[config.mk]
export PLATFORM = sky130hd
export DESIGN_NAME = hazard_ctrl
export DESIGN_NICKNAME = d
export VERILOG_FILES = /design/src/rtl/hazard_ctrl.sv
export SDC_FILE = /design/constraint.sdc
export NUM_CORES = 1
export LEC_CHECK = 0
export ABC_CLOCK_PERIOD_IN_PS = 3100
export CAP_MARGIN = 15
export CORE_ASPECT_RATIO = 0.9
export CORE_MARGIN = 3
export CORE_UTILIZATION = 35
export CTS_CLUSTER_DIAMETER = 60
export CTS_CLUSTER_SIZE = 30
export DETAILED_ROUTE_END_ITERATION = 12
export PLACE_DENSITY_LB_ADDON = 0.25
export SKIP_CTS_REPAIR_TIMING = 1
export SYNTH_ARGS = -nofsm -noshare
export SYNTH_HDL_FRONTEND = slang
export SYNTH_SLANG_ARGS = --single-unit
[constraint.sdc]
create_clock -name clk -period 3.1 [get_ports clk]
set_input_delay 0.465 -clock clk [delete_from_list [all_inputs] [get_ports clk]]
set_output_delay 0.465 -clock clk [all_outputs]
set_load 0.05 [all_outputs]
[src/rtl/hazard_ctrl.sv]
// hazard_ctrl: RV32I pipeline hazard controller.
// Ports: clk, reset (sync, active-high); decode fields id_*; ex_redirect;
//   stall_if/stall_id/bubble_ex/flush_id controls; stall_count/flush_count
//   saturating event counters (COUNT_W bits).
module hazard_ctrl #(
    parameter int WB_BYPASS = 1,
    parameter int COUNT_W   = 32
) (
    input  logic               clk,
    input  logic               reset,
    input  logic               id_valid,
    input  logic [4:0]         id_rs1,
    input  logic [4:0]         id_rs2,
    input  logic               id_use_rs1,
    input  logic               id_use_rs2,
    input  logic [4:0]         id_rd,
    input  logic               id_reg_write,
    input  logic               id_csr_write,
    input  logic [5:0]         id_csr_addr,
    input  logic               ex_redirect,
    output logic               stall_if,
    output logic               stall_id,
    output logic               bubble_ex,
    output logic               flush_id,
    output logic [COUNT_W-1:0] stall_count,
    output logic [COUNT_W-1:0] flush_count
);

    typedef struct packed {
        logic       valid;
        logic [4:0] rd;
        logic       reg_write;
        logic       csr_write;
        logic [5:0] csr_addr;
    } entry_t;

    entry_t ex_q, mem_q, wb_q;
    entry_t ex_d;

    logic [COUNT_W-1:0] stall_cnt_q, stall_cnt_d;
    logic [COUNT_W-1:0] flush_cnt_q, flush_cnt_d;

    logic hit_ex, hit_mem, hit_wb;
    logic hazard;
    logic stall_raw, bubble_raw;

    // A source only matters when it is actually read and is not x0.
    function automatic logic src_hit(entry_t e, logic [4:0] s, logic use_s);
        return use_s && (s != 5'd0) && e.valid && e.reg_write && (e.rd == s);
    endfunction

    function automatic logic entry_hit(entry_t e);
        logic csr_hit;
        csr_hit = id_csr_write && e.valid && e.csr_write
                  && (e.csr_addr == id_csr_addr);
        return src_hit(e, id_rs1, id_use_rs1)
            || src_hit(e, id_rs2, id_use_rs2)
            || csr_hit;
    endfunction

    always_comb begin
        hit_ex  = entry_hit(ex_q);
        hit_mem = entry_hit(mem_q);
        // With write-before-read files the WB result is already visible.
        hit_wb  = (WB_BYPASS == 0) ? entry_hit(wb_q) : 1'b0;
        hazard  = id_valid && (hit_ex || hit_mem || hit_wb);

        // A redirect squashes the dependent instruction, so it beats a stall.
        stall_raw  = hazard && !ex_redirect;
        bubble_raw = hazard || ex_redirect;
    end

    always_comb begin
        ex_d.valid     = id_valid && !bubble_raw;
        ex_d.rd        = id_rd;
        ex_d.reg_write = id_reg_write;
        ex_d.csr_write = id_csr_write;
        ex_d.csr_addr  = id_csr_addr;
    end

    always_comb begin
        stall_cnt_d = stall_cnt_q;
        flush_cnt_d = flush_cnt_q;
        if (stall_raw && !(&stall_cnt_q)) begin
            stall_cnt_d = stall_cnt_q + COUNT_W'(1);
        end
        if (ex_redirect && !(&flush_cnt_q)) begin
            flush_cnt_d = flush_cnt_q + COUNT_W'(1);
        end
    end

    always_ff @(posedge clk) begin
        if (reset) begin
            ex_q        <= '0;
            mem_q       <= '0;
            wb_q        <= '0;
            stall_cnt_q <= '0;
            flush_cnt_q <= '0;
        end else begin
            ex_q        <= ex_d;
            mem_q       <= ex_q;
            wb_q        <= mem_q;
            stall_cnt_q <= stall_cnt_d;
            flush_cnt_q <= flush_cnt_d;
        end
    end

    // Reset forces every output low in the same cycle.
    always_comb begin
        stall_if    = !reset && stall_raw;
        stall_id    = !reset && stall_raw;
        bubble_ex   = !reset && bubble_raw;
        flush_id    = !reset && ex_redirect;
        stall_count = reset ? '0 : stall_cnt_q;
        flush_count = reset ? '0 : flush_cnt_q;
    end

endmodule
==> results of run 1 <==
## flip-flops by register name, summed over array words and instances (netlist names)
name         count
ex_q            14
flush_cnt_q     32
mem_q           14
stall_cnt_q     32
## layout make-up
class | instances | area, um2 | share of cell area
Multi-Input combinational cell | 428 | 2700 | 0.441
Sequential cell | 92 | 1840 | 0.301
Timing Repair Buffer | 103 | 1030 | 0.168
Clock buffer | 10 | 239 | 0.0390
Tap cell | 164 | 205 | 0.0335
Clock inverter | 6 | 63.8 | 0.0104
Inverter | 11 | 41.3 | 0.00675
## power by group
part | switching, mW | internal [mW] | leakage (nW)
Combinational | 0.0860 | 0.0794 | 1.26
Clock | 0.462 | 0.645 | 0.144
Sequential | 0.0163 | 1.20 | 0.747
## metrics by stage
step                power (mW)  instances  instance area [um2]   util
finish                    2.49        814                 6120  0.473
CTS                       2.53        814                 6120  0.473
detailed placement        1.41        798                 5820  0.450
global placement          1.41        798                 5820  0.450
global route              2.59        814                 6120  0.473
floorplan                 1.33        556                 4700      -
## synth_stat cells
cell / number / area share
nor2b_1: 84 / 0.11
o41ai_2: 1 / 0.0035
nand3b_1: 1 / 0.0016
buf_2: 3 / 0.0032
and3_1: 12 / 0.016
mux2_2: 4 / 0.0096
nand2_1: 37 / 0.030
nor3_2: 1 / 0.0021
clkbuf_1: 15 / 0.012
o21ai_1: 1 / 0.0011
o31ai_1: 2 / 0.0032
and4_1: 6 / 0.011
o221ai_1: 2 / 0.0037
nand3_1: 20 / 0.021
nor2_4: 1 / 0.0024
nor4b_1: 1 / 0.0019
buf_4: 3 / 0.0048
ha_1: 2 / 0.0053
xor2_1: 40 / 0.075
or4_1: 9 / 0.014
a21oi_1: 16 / 0.017
o41ai_1: 1 / 0.0019
nor2_1: 67 / 0.053
inv_1: 11 / 0.0088
a22oi_1: 1 / 0.0016
a31oi_1: 1 / 0.0013
or2_2: 1 / 0.0013
o21ai_0: 9 / 0.0096
xnor2_1: 20 / 0.037
nor4_1: 4 / 0.0053
and2_4: 1 / 0.0019
nand4b_1: 1 / 0.0019
or3_1: 7 / 0.0093
nor4_2: 5 / 0.013
buf_1: 3 / 0.0024
buf_6: 1 / 0.0024
mux2_1: 11 / 0.026
nand4_1: 30 / 0.040
and2_1: 2 / 0.0027
nor3_1: 16 / 0.017
nand3_2: 1 / 0.0021
a31o_2: 9 / 0.017
a211oi_1: 1 / 0.0016
dfxtp_1: 92 / 0.39
## layer usage
layer	wire [um]	up-vias	part of all wire	track usage
met2	5140	102	0.46	0.253
met1	5400	1897	0.48	0.206
met4	125	0	0.011	0.0354
met3	623	9	0.055	0.0516
met5	0	-	0	0
li1	-	2090	-	-
## worst max-delay path by stage
stage / from / to / slack [ns] / depth (start not counted)
floorplan: id_rs2[1] / stall_if / 0.04 / 9
global placement: id_rs2[0] / stall_cnt_q[5] / 0.23 / 9
detailed placement: id_rs2[3] / stall_cnt_q[5] / 0.15 / 9
CTS: id_rs2[3] / stall_id / 0.22 / 8
global route: id_rs2[2] / stall_id / 0.1 / 8
finish: id_rs2[1] / stall_id / 0.23 / 6
## kinds of logic (layout without fill, tap and decap cells)
logic type,count (synthesis),after routing,share of synthesized area
AND/OR/NAND/NOR,307,307,0.360
flip-flops,92,92,0.392
XOR/XNOR,60,60,0.112
AO/OA/AOI/OAI,44,44,0.0612
buffers and inverters,36,130,0.0335
multiplexers,15,15,0.0359
adder cells (fa/ha/maj),2,2,0.00532
==> flow_metrics.env, run 1 <==
export IMPL_synth_area_um2=4700
export IMPL_synth_nets=587
export IMPL_rows=39
export IMPL_ant_nets=0
export IMPL_fin_nets=676
export IMPL_syn_avg_cell_area_um2=8.45
export IMPL_status="completed"
export IMPL_setup_viol=0
export IMPL_die_x_um=128
export IMPL_rsz0062_at_grt="false"
export IMPL_finClkSkew_ns=0.00770
export IMPL_critPathKind="input pin to primary output"
export IMPL_end_kind="primary output"
export IMPL_hold_path_class="flop to flop"
export IMPL_cts_max_path_buffers=2
export IMPL_tritoncts="built"
export IMPL_initial_core_util=0.364
export IMPL_maxSlewHeadroom=0.520
export IMPL_fin_setup_tns_ns=0
export IMPL_rr_endpoint="stall_cnt_q[5]"
export IMPL_dr_pass1_iters=4
export IMPL_crit_required_ns=2.63
export IMPL_post_drt_wl_per_cell_um=13.9
export IMPL_leakage_nw=2.16
export IMPL_layout_drive_gt1_share=0.0785
export IMPL_cpMaxStageDelayCell="or4_1"
export IMPL_antenna_found_initial=0
export IMPL_maxCapViolCount=0
export IMPL_yosysWarningCount=0
export IMPL_gp_congestion=0.917
export IMPL_hold_start="ex_q[6]"
export IMPL_critPathMaxFanout=5
export IMPL_cts_buffers_inserted=9
export IMPL_reg2reg_slack_ns=0.76
export IMPL_final_cell_mix="dfxtp_1 (92), clkdlybuf4s50_1 (92), nor2b_1 (84)"
export IMPL_maxSlewViolCount=0
export IMPL_htreeDepth=3
export IMPL_syn_instance_count=556
export IMPL_critical_path_max_stage_delay_ns=0.55
export IMPL_grt_ovfl_total=0
export IMPL_hold_end="mem_q[6]"
export IMPL_path_cells="clkdlybuf4s50_1 > or4_1 > o221ai_1 > a31o_2 > nor2_1 > buf_4"
export IMPL_postSynthRegisterBits=92
export IMPL_clk_latency_ns=0.35
export IMPL_rr_startpoint="ex_q[9]"
export IMPL_die_h_um=116
export IMPL_post_dp_hpwl_um=8180
export IMPL_start_kind="input pin"
export IMPL_worst_hold_slack_ns=0.470
export IMPL_drt_iter0_markers=265
export IMPL_fin_crit_sh=0.927
export IMPL_timing_final_ws_setup_ns=0.227
export IMPL_crit_arrival_ns=2.41
export IMPL_worst_pin_slew_ns=0.717
export IMPL_core_area_um2=12900
export IMPL_min_period_ns=2.87
export IMPL_max_freq_mhz=348
export IMPL_grt_usage=0.157
export IMPL_grt_pass1_wl_um=19100
export IMPL_root_buffer="clkbuf_16"
export IMPL_drc=0
export IMPL_path_clk_slew_ns=0.06
export IMPL_ir_drop_mv=0.235
export IMPL_totalWireLength_um=11300
export IMPL_place_ws_ns=0.145
export IMPL_whs_path_depth=1
export IMPL_finalHoldViolCount=0
export IMPL_grt_max_degree=65
export IMPL_viasPerCell=5.03
export IMPL_die_area_um2=14900
export IMPL_path_delay_family="buffers and inverters"
export IMPL_grt_pass1_vias=4088
export IMPL_synth_cell_types=44
export IMPL_via_count=4098
export IMPL_yosysSeqAreaShare=0.392
export IMPL_crit_buf_inv=2
export IMPL_r2r_cells=8
export IMPL_numPortBuffers=96
export IMPL_fillCellCount=1230
export IMPL_diodes=0
export IMPL_boundaryPins=97
export IMPL_cts_sinks=92
export IMPL_area_delta_synth_final_pct=30.2
export IMPL_powerDensity_nw_per_um2=407
(Power assumes the default switching activity.)
==> run 2, diff against run 1 <==
--- a/config.mk
+++ b/config.mk
@@ -6,10 +6,9 @@
 export NUM_CORES = 1
 export LEC_CHECK = 0
 export ABC_CLOCK_PERIOD_IN_PS = 3100
-export CAP_MARGIN = 15
 export CORE_ASPECT_RATIO = 0.9
 export CORE_MARGIN = 3
-export CORE_UTILIZATION = 35
+export CORE_UTILIZATION = 50
 export CTS_CLUSTER_DIAMETER = 60
 export CTS_CLUSTER_SIZE = 30
 export DETAILED_ROUTE_END_ITERATION = 12
==> run 2 against run 1 <==
Non-clock buffer count is 1 lower; clock skew up 0.0021 ns; hold slack worse by 0.0091 ns; via count up 0.63%; first-iteration DRC count decreased by 39%; utilization increased by 20 points; largest cell class unchanged; largest power group unchanged.
==> flow_metrics.env, run 2 (synthesized netlist as in run 1, its figures left out) <==
export IMPL_status="completed"
export IMPL_ir_drop_mv=0.196
export IMPL_worst_pin_slew_ns=0.650
export IMPL_cts_buffers_inserted=9
export IMPL_register_area_um2=1840
export IMPL_viasPerCell=5.37
export IMPL_maxSlewViolCount=0
export IMPL_cts_sinks=92
export IMPL_numPortBuffers=96
export IMPL_area_delta_synth_final_pct=26.7
export IMPL_die_x_um=108
export IMPL_rsz0062_at_grt="false"
export IMPL_rows=32
export IMPL_dr_pass1_iters=4
export IMPL_reg_top3="flush_cnt_q: 32 flops, stall_cnt_q: 32 flops"
export IMPL_grt_ovfl_total=0
export IMPL_via_count=4124
export IMPL_layout_cells_non_filler=768
export IMPL_path_cells="clkdlybuf4s50_1 > xor2_1 > nor4_1 > a22oi_1 > a31o_2 > nor2_1 > buf_4"
export IMPL_initial_core_util=0.531
export IMPL_cts_max_path_buffers=2
export IMPL_tritoncts="built"
export IMPL_crit_arrival_ns=2.41
export IMPL_end_kind="primary output"
export IMPL_diodes=0
export IMPL_start_kind="input pin"
export IMPL_cpMaxStageDelayCell="clkdlybuf4s50_1"
export IMPL_path_clk_slew_ns=0.09
export IMPL_placed_cells=752
export IMPL_die_area_um2=10600
export IMPL_fin_crit_sh=0.926
export IMPL_maxCapViolCount=0
export IMPL_drt_iter0_markers=161
export IMPL_gp_congestion=0.908
export IMPL_grt_pass1_wl_um=17800
export IMPL_multi_input_area_um2=2700
export IMPL_finalHoldViolCount=0
export IMPL_grt_max_degree=52
export IMPL_final_cell_mix="dfxtp_1 (92), clkdlybuf4s50_1 (92), nor2b_1 (84)"
export IMPL_critPathMaxFanout=10
export IMPL_die_h_um=98.0
export IMPL_fin_setup_tns_ns=0
export IMPL_totalWireLength_um=11000
export IMPL_setup_viol=0
export IMPL_grt_pass1_vias=3886
export IMPL_critPathKind="input pin to primary output"
export IMPL_finClkSkew_ns=0.00984
export IMPL_leakage_nw=2.10
export IMPL_antenna_found_initial=0
export IMPL_post_dp_hpwl_um=8080
export IMPL_grt_usage=0.205
export IMPL_root_buffer="clkbuf_8"
export IMPL_hold_path_class="flop to flop"
export IMPL_max_freq_mhz=348
export IMPL_fillCellCount=720
export IMPL_maxSlewHeadroom=0.565
export IMPL_clk_latency_ns=0.35
export IMPL_drc=0
export IMPL_fin_nets=675
export IMPL_core_area_um2=8850
export IMPL_post_drt_wl_per_cell_um=14.3
export IMPL_crit_required_ns=2.63
export IMPL_htreeDepth=3
export IMPL_boundaryPins=97
export IMPL_layout_drive_gt1_share=0.0755
export IMPL_powerDensity_nw_per_um2=369
export IMPL_critical_path_max_stage_delay_ns=0.47
export IMPL_min_period_ns=2.87
export IMPL_ant_nets=0
## run 2: changes by cell type in the layout (fill, tap and decap cells not counted)
cell	previous run	this run
clkbuf_16	9	0
clkbuf_8	1	10
buf_4	9	8
clkbuf_1	0	1
clkinv_2	2	1
clkinv_4	1	0
inv_6	0	1
## run 2: worst max-delay path, delay by kind of cell
family                 cells  cell delay (ns)
AO/OA/AOI/OAI              2             0.55
XOR/XNOR                   1             0.19
buffers and inverters      2             0.69
AND/OR/NAND/NOR            2             0.50
## run 2: per-stage QoR
step / hold WS (ns) / power (mW) / utilization / setup slack (ns) / area (um2)
final: 0.461 / 2.20 / 0.673 / 0.229 / 5950
after global routing: 0.476 / 2.29 / 0.673 / 0.0876 / 5950
after floorplan: 0.438 / 1.33 / - / 0.0414 / 4700
after detailed placement: 0.462 / 1.41 / 0.650 / 0.0934 / 5750
after global placement: 0.445 / 1.40 / 0.650 / 0.225 / 5750
after CTS: 0.467 / 2.22 / 0.673 / 0.224 / 5950
## run 2: power breakdown
group          switching [mW]  internal (mW)  total, mW
Sequential             0.0163           1.20       1.22
Combinational          0.0864         0.0785      0.165
Clock                   0.419          0.397      0.816
Total                   0.522           1.68       2.20
## run 2: final timing paths
check | from | to | slack [ns] | cells after the start
setup / recovery | id_csr_addr[5] | stall_id | 0.23 | 7
hold / removal | ex_q[7] | mem_q[7] | 0.46 | 1
setup reg to reg | ex_q[8] | stall_cnt_q[5] | 0.71 | 8
hold reg to reg | ex_q[7] | mem_q[7] | 0.46 | 1
## run 2: per-layer routing
metal  track usage  wire (um)
met3        0.0482        440
met4        0.0456         90
met5             0          0
met1         0.267       5150
met2         0.346       5310
## run 2: cell type report
class	instances	share of cell area
Multi-Input combinational cell	428	0.454
Sequential cell	92	0.309
Clock buffer	11	0.0237
Inverter	11	0.00693
Timing Repair Buffer	102	0.171
Clock inverter	5	0.00988
Tap cell	119	0.0250
